$ cat src/rtl/sync_fifo_status.sv
// Single-clock FIFO with occupancy count, almost-full/almost-empty thresholds,
// sticky overflow/underflow flags and a selectable registered or show-ahead read port.
module sync_fifo_status #(
    parameter int DATA_WIDTH = 8,
    parameter int MEM_DEPTH  = 16,
    localparam int ADDR_WIDTH = $clog2(MEM_DEPTH),
    parameter int AF_THRESH  = MEM_DEPTH - 1,
    parameter int AE_THRESH  = 1,
    parameter int SHOW_AHEAD = 0
) (
    input  logic                  clk,
    input  logic                  reset,
    input  logic [DATA_WIDTH-1:0] DataInput,
    input  logic                  push,
    input  logic                  pop,
    input  logic                  clear_err,
    output logic [DATA_WIDTH-1:0] DataOutput,
    output logic                  full,
    output logic                  empty,
    output logic                  almost_full,
    output logic                  almost_empty,
    output logic [ADDR_WIDTH:0]   count,
    output logic                  overflow,
    output logic                  underflow
);

    localparam logic [ADDR_WIDTH-1:0] PTR_ONE  = ADDR_WIDTH'(1);
    localparam logic [ADDR_WIDTH:0]   CNT_ONE  = (ADDR_WIDTH + 1)'(1);
    localparam logic [ADDR_WIDTH:0]   CNT_FULL = (ADDR_WIDTH + 1)'(MEM_DEPTH);
    localparam logic [ADDR_WIDTH:0]   CNT_AF   = (ADDR_WIDTH + 1)'(AF_THRESH);
    localparam logic [ADDR_WIDTH:0]   CNT_AE   = (ADDR_WIDTH + 1)'(AE_THRESH);

    logic [DATA_WIDTH-1:0] mem [MEM_DEPTH];
    logic [ADDR_WIDTH-1:0] wr_ptr;
    logic [ADDR_WIDTH-1:0] rd_ptr;
    logic [ADDR_WIDTH:0]   count_next;
    logic                  wr_en;
    logic                  rd_en;

    // Accept decisions use the registered flags, so a full FIFO can still pop and an empty one push.
    assign wr_en = push & ~full;
    assign rd_en = pop & ~empty;

    always_comb begin
        count_next = count;
        if (wr_en && !rd_en) begin
            count_next = count + CNT_ONE;
        end else if (rd_en && !wr_en) begin
            count_next = count - CNT_ONE;
        end
    end

    // Storage is deliberately left out of reset; only pointers and status are cleared.
    always_ff @(posedge clk) begin
        if (wr_en) begin
            mem[wr_ptr] <= DataInput;
        end
    end

    // Status flags are derived from count_next so they line up with count every cycle.
    always_ff @(posedge clk) begin
        if (reset) begin
            wr_ptr       <= '0;
            rd_ptr       <= '0;
            count        <= '0;
            full         <= 1'b0;
            empty        <= 1'b1;
            almost_full  <= 1'b0;
            almost_empty <= 1'b1;
            overflow     <= 1'b0;
            underflow    <= 1'b0;
        end else begin
            if (wr_en) begin
                wr_ptr <= wr_ptr + PTR_ONE;
            end
            if (rd_en) begin
                rd_ptr <= rd_ptr + PTR_ONE;
            end
            count        <= count_next;
            full         <= (count_next == CNT_FULL);
            empty        <= (count_next == '0);
            almost_full  <= (count_next >= CNT_AF);
            almost_empty <= (count_next <= CNT_AE);
            if (push && full) begin
                overflow <= 1'b1;
            end else if (clear_err) begin
                overflow <= 1'b0;
            end
            if (pop && empty) begin
                underflow <= 1'b1;
            end else if (clear_err) begin
                underflow <= 1'b0;
            end
        end
    end

    generate
        if (SHOW_AHEAD != 0) begin : g_show_ahead
            assign DataOutput = mem[rd_ptr];
        end else begin : g_registered
            logic [DATA_WIDTH-1:0] data_reg;

            always_ff @(posedge clk) begin
                if (reset) begin
                    data_reg <= '0;
                end else if (rd_en) begin
                    data_reg <= mem[rd_ptr];
                end
            end

            assign DataOutput = data_reg;
        end
    endgenerate

endmodule

$ cat config.mk
export PLATFORM = sky130hd
export DESIGN_NAME = sync_fifo_status
export DESIGN_NICKNAME = d
export VERILOG_FILES = /design/src/rtl/sync_fifo_status.sv
export SDC_FILE = /design/constraint.sdc
export NUM_CORES = 1
export LEC_CHECK = 0
export BUFFER_PORTS_ARGS = -buffer_cell sky130_fd_sc_hd__buf_2
export CORE_UTILIZATION = 55
export DETAILED_ROUTE_END_ITERATION = 6
export GPL_TIMING_DRIVEN = 0
export PLACE_DENSITY = 0.78
export SYNTH_ARGS = -nofsm -noshare
export SYNTH_HDL_FRONTEND = slang
export SYNTH_SLANG_ARGS = --single-unit
$ cat constraint.sdc
create_clock -name clk -period 3.75 [get_ports clk]
set_input_delay 0.75 -clock clk [delete_from_list [all_inputs] [get_ports clk]]
set_output_delay 0.75 -clock clk [all_outputs]
set_load 0.01 [all_outputs]
Word-level counts from Yosys, hierarchy flattened
Memory sizes are Yosys's and may differ from the RTL's. A register that Yosys moved wholly into a read port is not among the register bits.
Cells that the tools add are included.
Cells by class
  add/sub/neg operators: 4
  $lt $le $gt $ge: 2
  reduce and logical (&&, ||, !) cells: 9
  bitwise gates (word level): 4
  multiplexer cells: 7
  equality and inequality tests: 1
Operator list (count)
  two-way mux 5 bit: 2
  adder 4 x 1 -> 4 bit, second input constant: 2
  adder 5 x 1 -> 5 bit, second input constant: 1
  equality test 5 bit, second input constant: 1
  >= comparator 5 x 4 -> 1 bit, second input constant: 1
  less-or-equal comparator 5 x 1 -> 1 bit, second input constant: 1
  zero test 5 bit: 1
  two-way mux 1 bit: 5
  subtractor 5 x 1 -> 5 bit, second input constant: 1
  logical AND 1 bit: 4
  nonzero test 2 bit: 2
  bitwise AND 1 bit: 2
  zero test 1 bit: 2
  inverter 1 bit: 2
Storage, ports and cells
  input bits: 13
  logic and storage cells: 37
  bits in writable memories: 128
  memories: 1
  output and inout bits: 19
  register bits after elaboration: 19
Memory list
  mem: words 16, bits a word 8, rd ports 1, clocked after Yosys merged registers in 1, write ports 1, RTL line 33  | logic [DATA_WIDTH-1:0] mem [MEM_DEPTH];

Logic depth before layout (Yosys ltp)
Gate-level depths: netlist of run 1.
  depth after elaboration: 7
  depth in mapped cells: 7
  depth with buffers taken out: 6

Worst setup path after synthesis of run 1
Ideal clock, no wire load.
  path type: input port to flip-flop
  start: input push
  end: memory mem[3][0], enable pin
  setup time: 383 ps
  data arrival time: 1802 ps
  path buffers: 1
  data required time: 3367 ps
  path slack: 1565 ps
  stages on the path: 4
  cells stage by stage: nor2b_1 -> buf_6 -> nand2_1 -> nor3_1
On the way
  longest elaborated chain between the ends: 3
Ends and longest elaborated chain
  start, declared: RTL line 14  | input logic push,
  bitwise AND 1 bit: RTL line 41  | assign wr_en = push & ~full;
  two-way mux 1 bit: RTL line 55  | if (wr_en) begin
  two-way mux 1 bit (implied by the code): RTL line 56  | mem[wr_ptr] <= DataInput;
  end, declared: RTL line 33
No other way between the ends.

Final worst setup path of run 1
  start: input push
  end: memory mem[1][1], enable pin
The elaborated chain is that of the path after synthesis.

==> reports/qor.txt, run 1 <==
Yosys cell types: 36
Internal power: 3.17 mW
Status: completed
Synth Instances: 346
Antenna viol nets, final: 0
Vias in the first global route: 3181
Worst-Margin Slew: 1.28 ns
TNS Setup: 0 ns
Drt pass-1 iters: 5
Reg2Reg Capture Point: mem[1][1]$_DFFE_PP_
Detailed Route WL: 11900 µm
Clk sink count: 155
Largest net degree at the start of global routing: 17
H-tree lvl count: 4
Switching portion of total power: 24.6%
N_diodes: 0
IO buf count: 31
Inst Count DP: 517
Post-synth top cells: 128 x edfxtp_1, 33 x nor2_1, 27 x dfxtp_1
Worst path arrival time: 2.39 ns
Total gr overflow: 0
Synthesized area per cell: 17.8 µm²
Clock-pin transition on the worst setup and hold timing paths: 0.06 ns
Worst-path cell chain: buf_2 > nor2b_1 > buf_6 > nand2_1 > nor3_1
Worst setup SP type: primary input
Drt first-iter violations: 268
Synth Warn #: 0
Reg area: 4380 µm²
Worst R2R Setup Slack: 1.50 ns
Initial Utilization: 56.7%
Layout cells sized above 1: 22.5%
Yosys top cell by area: edfxtp_1
Hold-critical path depth: 2
IO Pins: 32
Largest stage delay on the critical path: 1.00 ns
Post-CTS Setup Inserts: 0
Clock Power Share: 37.8%
Hold-fix buffers, CTS: 0
Core area: 10900 µm²
P&R area growth vs syn: 14.3%
Worst R2R Path Depth: 4
CTS resizes: 0
Slowest CP cell: nor3_1
Worst Skew: 0.0110 ns
Syn Nets: 366
Worst-skew pair later-pin latency: 0.53 ns
Most used DFF post-synth: edfxtp_1
Net Sw Power: 1.03 mW
Root buffer cell: clkbuf_8
Final hold viol count: 0
GPL Wtd Cong: 0.784
Crit. End Element: flop
Final setup fails: 0
Dpl hpwl: 7370 µm
Initial antenna violation count: 0
Count leader, synth: edfxtp_1
Finished Layout Cells: 549
Tot Pwr: 4.21 mW
Seq cells post-synth: 155
Die X: 108 µm
Total number of vias: 3220
Achievable Freq: 0.444 GHz
Routed vias/inst: 5.87
Crit path required time: 3.88 ns
Worst IR drop on VDD: 0.000397 V
Multi-input logic area: 1610 µm²
# nets final: 416
Top post-synthesis cells by area: edfxtp_1 62%, dfxtp_1 8.8%, mux4_1 7.7%, mux4_2 5.1%, a22oi_1 2.2%
Post-Syn Area: 6180 µm²
CTS tree: built
Sequential share of the synthesized area: 71.0%
Number of cell rows: 38
CTS Buf Count: 17
Hold WC Path Type: flop to flop
Sequential Power Share: 47.3%
Crit path time final: 2.25 ns
Comb pwr share: 15.0%
Rel. slew slack: 13.9%
Hold Crit Start: overflow$_SDFFE_PP0P_
Die H: 108 µm
Drc violations: 0
Yosys top cell area share: 62.2%
Lkg Pwr: 2.43 nW
Unrepaired setup endpoints after global routing: no
Post-synthesis async set-or-reset flop share: 0%
Worst R2R Start: full$_SDFF_PP0_
Total of max-cap violations: 0
Pins Over Slew Limit: 0
# fillers: 711
Share of the clock period used by the worst path: 60.1%
Crit path kind: primary input to flop
First-pass GRT wire length: 18100 µm
Hold Crit Endpoint: overflow$_SDFFE_PP0P_
Post-synth EDFFs: 128
Routed wire per std cell: 21.7 µm
Total GRT Usage: 22.5%
PwrDens: 596 nW/µm²
Clock Path Buffers: 2
Die footprint: 11700 µm²
Crit path max fanout: 10
-- metal layers --
| metal | vias to the layer above | part of all wire [%] | global-route usage (%) |
|---|---|---|---|
| li1 | 1472 | - | - |
| met1 | 1613 | 42 | 30.1 |
| met2 | 124 | 51 | 36.3 |
| met3 | 11 | 6.1 | 5.06 |
| met4 | 0 | 1.2 | 8.51 |
| met5 | - | 0 | 0 |
-- worst max path at each step --
stage,cells past startpoint,startpoint,slack [ns],endpoint
after floorplan,4,push,1.56,mem[3][0]$_DFFE_PP_
after global placement,5,push,0.96,mem[3][3]$_DFFE_PP_
after detailed placement,5,push,0.88,mem[3][3]$_DFFE_PP_
after CTS,4,full$_SDFF_PP0_,1.39,mem[3][1]$_DFFE_PP_
after global routing,4,full$_SDFF_PP0_,1.39,mem[1][1]$_DFFE_PP_
final,5,push,1.50,mem[1][1]$_DFFE_PP_
-- power by group through the flow --
stage | registers [mW] | clock network [mW] | logic (mW)
2_1_floorplan | 2.03 | 0 | 0.429
3_3_place_gp | 2.02 | 0 | 0.605
3_5_place_dp | 2.02 | 0 | 0.624
4_1_cts | 1.99 | 1.61 | 0.632
5_1_grt | 2.00 | 1.67 | 0.689
6_report | 1.99 | 1.59 | 0.630
-- critical path: cells and delay by family --
kind | cells | cell delay [ns]
buffers and inverters | 2 | 0.27
and+or+nand+nor | 3 | 1.36
-- layout by cell type (no fill, tap or decap), drive strengths merged, types with 5 or more instances in the layout --
cell    instances
edfxtp        128
nand2          11
nor2           33
xor2            6
clkinv          6
dfxtp          27
buf            45
mux4           32
a21oi          20
inv             7
ha              7
nor2b           5
clkbuf         23
and2            5
a22oi          18
nor3            5
-- sequential cells by signal (all words and copies together) (netlist names), 4 cells and up --
register and flops:
wr_ptr 4, rd_ptr 4, mem 128, DataOutput 8
count 5
-- cell type report --
type,count,share of cell area (%)
flip-flops and latches,155,62.1
multi-input cells,165,22.8
clock buffers,20,6.02
well taps,140,2.48
plain buffers,19,2.23
repair buffers,31,2.20
clock inverters,12,1.77
inverters,7,0.372
-- logic make-up after synthesis --
group / share of synthesized area [%]
buffers and inverters: 2.98
adder cells (fa/ha/maj): 1.42
multiplexers: 12.9
AND/OR/NAND/NOR: 5.15
flip-flops: 71.0
AO/OA/AOI/OAI: 5.11
XOR/XNOR: 1.42
-- through the flow --
stage / hold WS, ns / cell area [µm²] / utilization [%] / worst slack, ns
global placement: 0.474 / 6510 / 59.8 / 0.961
detailed placement: 0.478 / 6510 / 59.8 / 0.879
global route: 0.508 / 7060 / 64.9 / 1.39
floorplan: 0.481 / 6180 / - / 1.56
CTS: 0.479 / 7060 / 64.8 / 1.39
finish: 0.493 / 7060 / 64.9 / 1.50
Power figures use the tool's default switching activity.
==> run 2: changes to the inputs <==
--- a/config.mk
+++ b/config.mk
@@ -6,10 +6,10 @@
 export NUM_CORES = 1
 export LEC_CHECK = 0
 export BUFFER_PORTS_ARGS = -buffer_cell sky130_fd_sc_hd__buf_2
-export CORE_UTILIZATION = 55
+export CORE_UTILIZATION = 54
 export DETAILED_ROUTE_END_ITERATION = 6
 export GPL_TIMING_DRIVEN = 0
-export PLACE_DENSITY = 0.78
+export PLACE_DENSITY = 0.79
 export SYNTH_ARGS = -nofsm -noshare
 export SYNTH_HDL_FRONTEND = slang
 export SYNTH_SLANG_ARGS = --single-unit
==> constraint.sdc (replaced) <==
create_clock -name clk -period 1.9 [get_ports clk]
set_input_delay 0.38 -clock clk [delete_from_list [all_inputs] [get_ports clk]]
set_output_delay 0.38 -clock clk [all_outputs]
set_load 0.01 [all_outputs]
==> reports/qor.txt, run 2 (synthesized netlist as in run 1, its figures left out) <==
First-pass GRT wire length: 18300 µm (+0.99%)
P&R area growth vs syn: 17.0%
Worst setup SP type: flop
Worst setup path start: full$_SDFF_PP0_
GPL Wtd Cong: 0.737 (-5.9%)
Hold-critical path depth: 3 (+1)
Worst R2R Setup Slack: -0.08 ns (-1.58 ns)
Worst IR drop on VDD: 0.000910 V (+130%)
Internal power: 6.43 mW (+100%)
Total GRT Usage: 22.6% (+0.12 points)
Detailed Route WL: 12500 µm (+4.8%)
Crit path time final: 1.98 ns
N_diodes: 0 (unchanged)
Worst Skew: 0.00528 ns (-0.00568 ns)
CTS Buf Count: 17 (unchanged)
Final Util: 65.8% (+0.94 points)
Largest net degree at the start of global routing: 17 (unchanged)
Clock-pin transition on the worst setup and hold timing paths: 0.06 ns (about the same)
Tot Pwr: 8.56 mW (+100%)
Final setup fails: 56 (+56)
Crit path required time: 1.95 ns (-1.93 ns)
Design area: 7230 µm² (+2.3%)
Crit path max fanout: 10 (unchanged)
Achievable Freq: 0.505 GHz
Hold Crit Start: push
CTS tree: built
Rel. slew slack: 44.3% (+30 points)
Reg2Reg Capture Point: mem[14][0]$_DFFE_PP_
Largest Register: mem
Routed vias/inst: 5.98 (+2.0%)
Final hold viol count: 0 (unchanged)
Hold WC Path Type: primary input to flop
Failing checks: negative setup slack
Hold-fix buffers, CTS: 0 (unchanged)
Worst-skew pair later-pin latency: 0.42 ns (-0.11 ns)
Routed wire per std cell: 22.8 µm (+4.8%)
Layout cells sized above 1: 31.8% (+9.3 points)
Drc violations: 0 (unchanged)
Clock Path Buffers: 2 (unchanged)
H-tree lvl count: 4 (unchanged)
Crit. End Element: flop
Clock Power Share: 37.3% (-0.5 points)
Die X: 109 µm (+0.91%)
Switching portion of total power: 24.9% (+0.29 points)
Comb pwr share: 16.7% (+1.7 points)
Worst-Margin Slew: 0.832 ns (-0.450 ns)
# nets final: 419 (+0.72%)
Max reg flops: 128 (unchanged)
IO Pins: 32 (unchanged)
Most common cell after layout, fill and taps aside: edfxtp_1
Vias in the first global route: 3240 (+1.9%)
Share of the clock period used by the worst path: 104%
Finished Layout Cells: 549 (unchanged)
Largest stage delay on the critical path: 0.69 ns (-0.31 ns)
Number of cell rows: 38 (unchanged)
Unrepaired setup endpoints after global routing: yes
Total of max-cap violations: 0 (unchanged)
Die footprint: 11900 µm² (+1.8%)
Sequential Power Share: 46.0% (-1.3 points)
Most frequent cells in the layout: 128 x edfxtp_1, 35 x buf_2, 25 x dfxtp_1, 25 x nor2_1, 23 x mux4_2
Placed Area: 6510 µm² (unchanged)
Worst R2R Start: full$_SDFF_PP0_
IO buf count: 31 (unchanged)
Status: finished with violations
Crit path kind: flop to flop
Drt first-iter violations: 293 (+9.3%)
Lkg Pwr: 2.46 nW (+1.2%)
Net Sw Power: 2.13 mW (+110%)
PwrDens: 1180 nW/µm² (+99%)
Initial antenna violation count: 0 (unchanged)
Post-Place Setup Slack: -0.570 ns (-1.45 ns)
Antenna viol nets, final: 0 (unchanged)
Slowest CP cell: nor2_1
Total gr overflow: 0 (unchanged)
# fillers: 743 (+4.5%)
Worst path arrival time: 2.03 ns (-0.36 ns)
Clk sink count: 155 (unchanged)
Drt pass-1 iters: 4 (-1)
Pins Over Slew Limit: 0 (unchanged)
Inst Count DP: 517 (unchanged)
Core area: 11000 µm² (+0.87%)
Initial Utilization: 56.2% (-0.49 points)
Hold Crit Endpoint: overflow$_SDFFE_PP0P_
Die H: 109 µm (+0.91%)
Root buffer cell: clkbuf_16
Total number of vias: 3283 (+2.0%)
Fin worst setup slack: -0.0797 ns (-1.58 ns)
Worst-path cell chain: nor2b_1 > buf_6 > nand2_1 > nor2_1
Worst R2R Path Depth: 4 (unchanged)
Dpl hpwl: 7550 µm (+2.5%)
[run 2: repair_timing]
item	4_1_cts	5_1_grt
pin swaps	0	4
resized for setup	25	21
setup buffers	1	0
gates cloned	0	2
endpoints found under the setup margin	48	122
[run 2: through the flow]
step	hold slack [ns]	TNS [ns]
finish	0.241	-2.55
global route	0.252	-8.95
CTS	0.231	-0.667
detailed placement	0.477	-29.27
global placement	0.467	-28.19
floorplan	0.479	0
[run 2: worst max-delay path: cells and delay by family (launching register included)]
kind	cells	cell delay, ns
AND/OR/NAND/NOR	3	1.10
flip-flops	1	0.33
buffers and inverters	1	0.17
[run 2: layer usage]
metal | wire, µm | vias to the layer above | global-route usage [%]
met4 | 171 | 0 | 8.78
met5 | 0 | - | 0
met3 | 849 | 12 | 6.40
met2 | 6190 | 128 | 35.0
met1 | 5300 | 1678 | 30.6
li1 | - | 1465 | -
[run 2: worst max-delay path by stage]
stage	endpoint	slack [ns]	cells after the start
after detailed placement	mem[0][1]$_DFFE_PP_	-0.57	5
after CTS	mem[12][7]$_DFFE_PP_	-0.04	3
after floorplan	mem[3][0]$_DFFE_PP_	0.08	4
final	mem[14][0]$_DFFE_PP_	-0.08	4
after global placement	mem[3][4]$_DFFE_PP_	-0.55	5
after global routing	mem[12][7]$_DFFE_PP_	-0.18	4
[run 2: final cells by class]
cell class | instances | area, µm² | area share (%)
tap | 140 | 175 | 2.42
timing repair buffer | 34 | 213 | 2.94
sequential | 155 | 4390 | 60.7
clock inverter | 11 | 123 | 1.70
clock buffer | 18 | 429 | 5.94
multi-input combinational | 165 | 1690 | 23.4
inverter | 7 | 26.3 | 0.364
buffer | 19 | 181 | 2.51
[run 2: power groups by stage]
stage | sequential [mW] | clock (mW) | combinational [mW]
finish | 3.94 | 3.19 | 1.43
global route | 3.95 | 3.38 | 1.54
CTS | 3.93 | 3.22 | 1.30
detailed placement | 4.00 | 0 | 1.23
global placement | 3.98 | 0 | 1.20
floorplan | 4.01 | 0 | 0.847
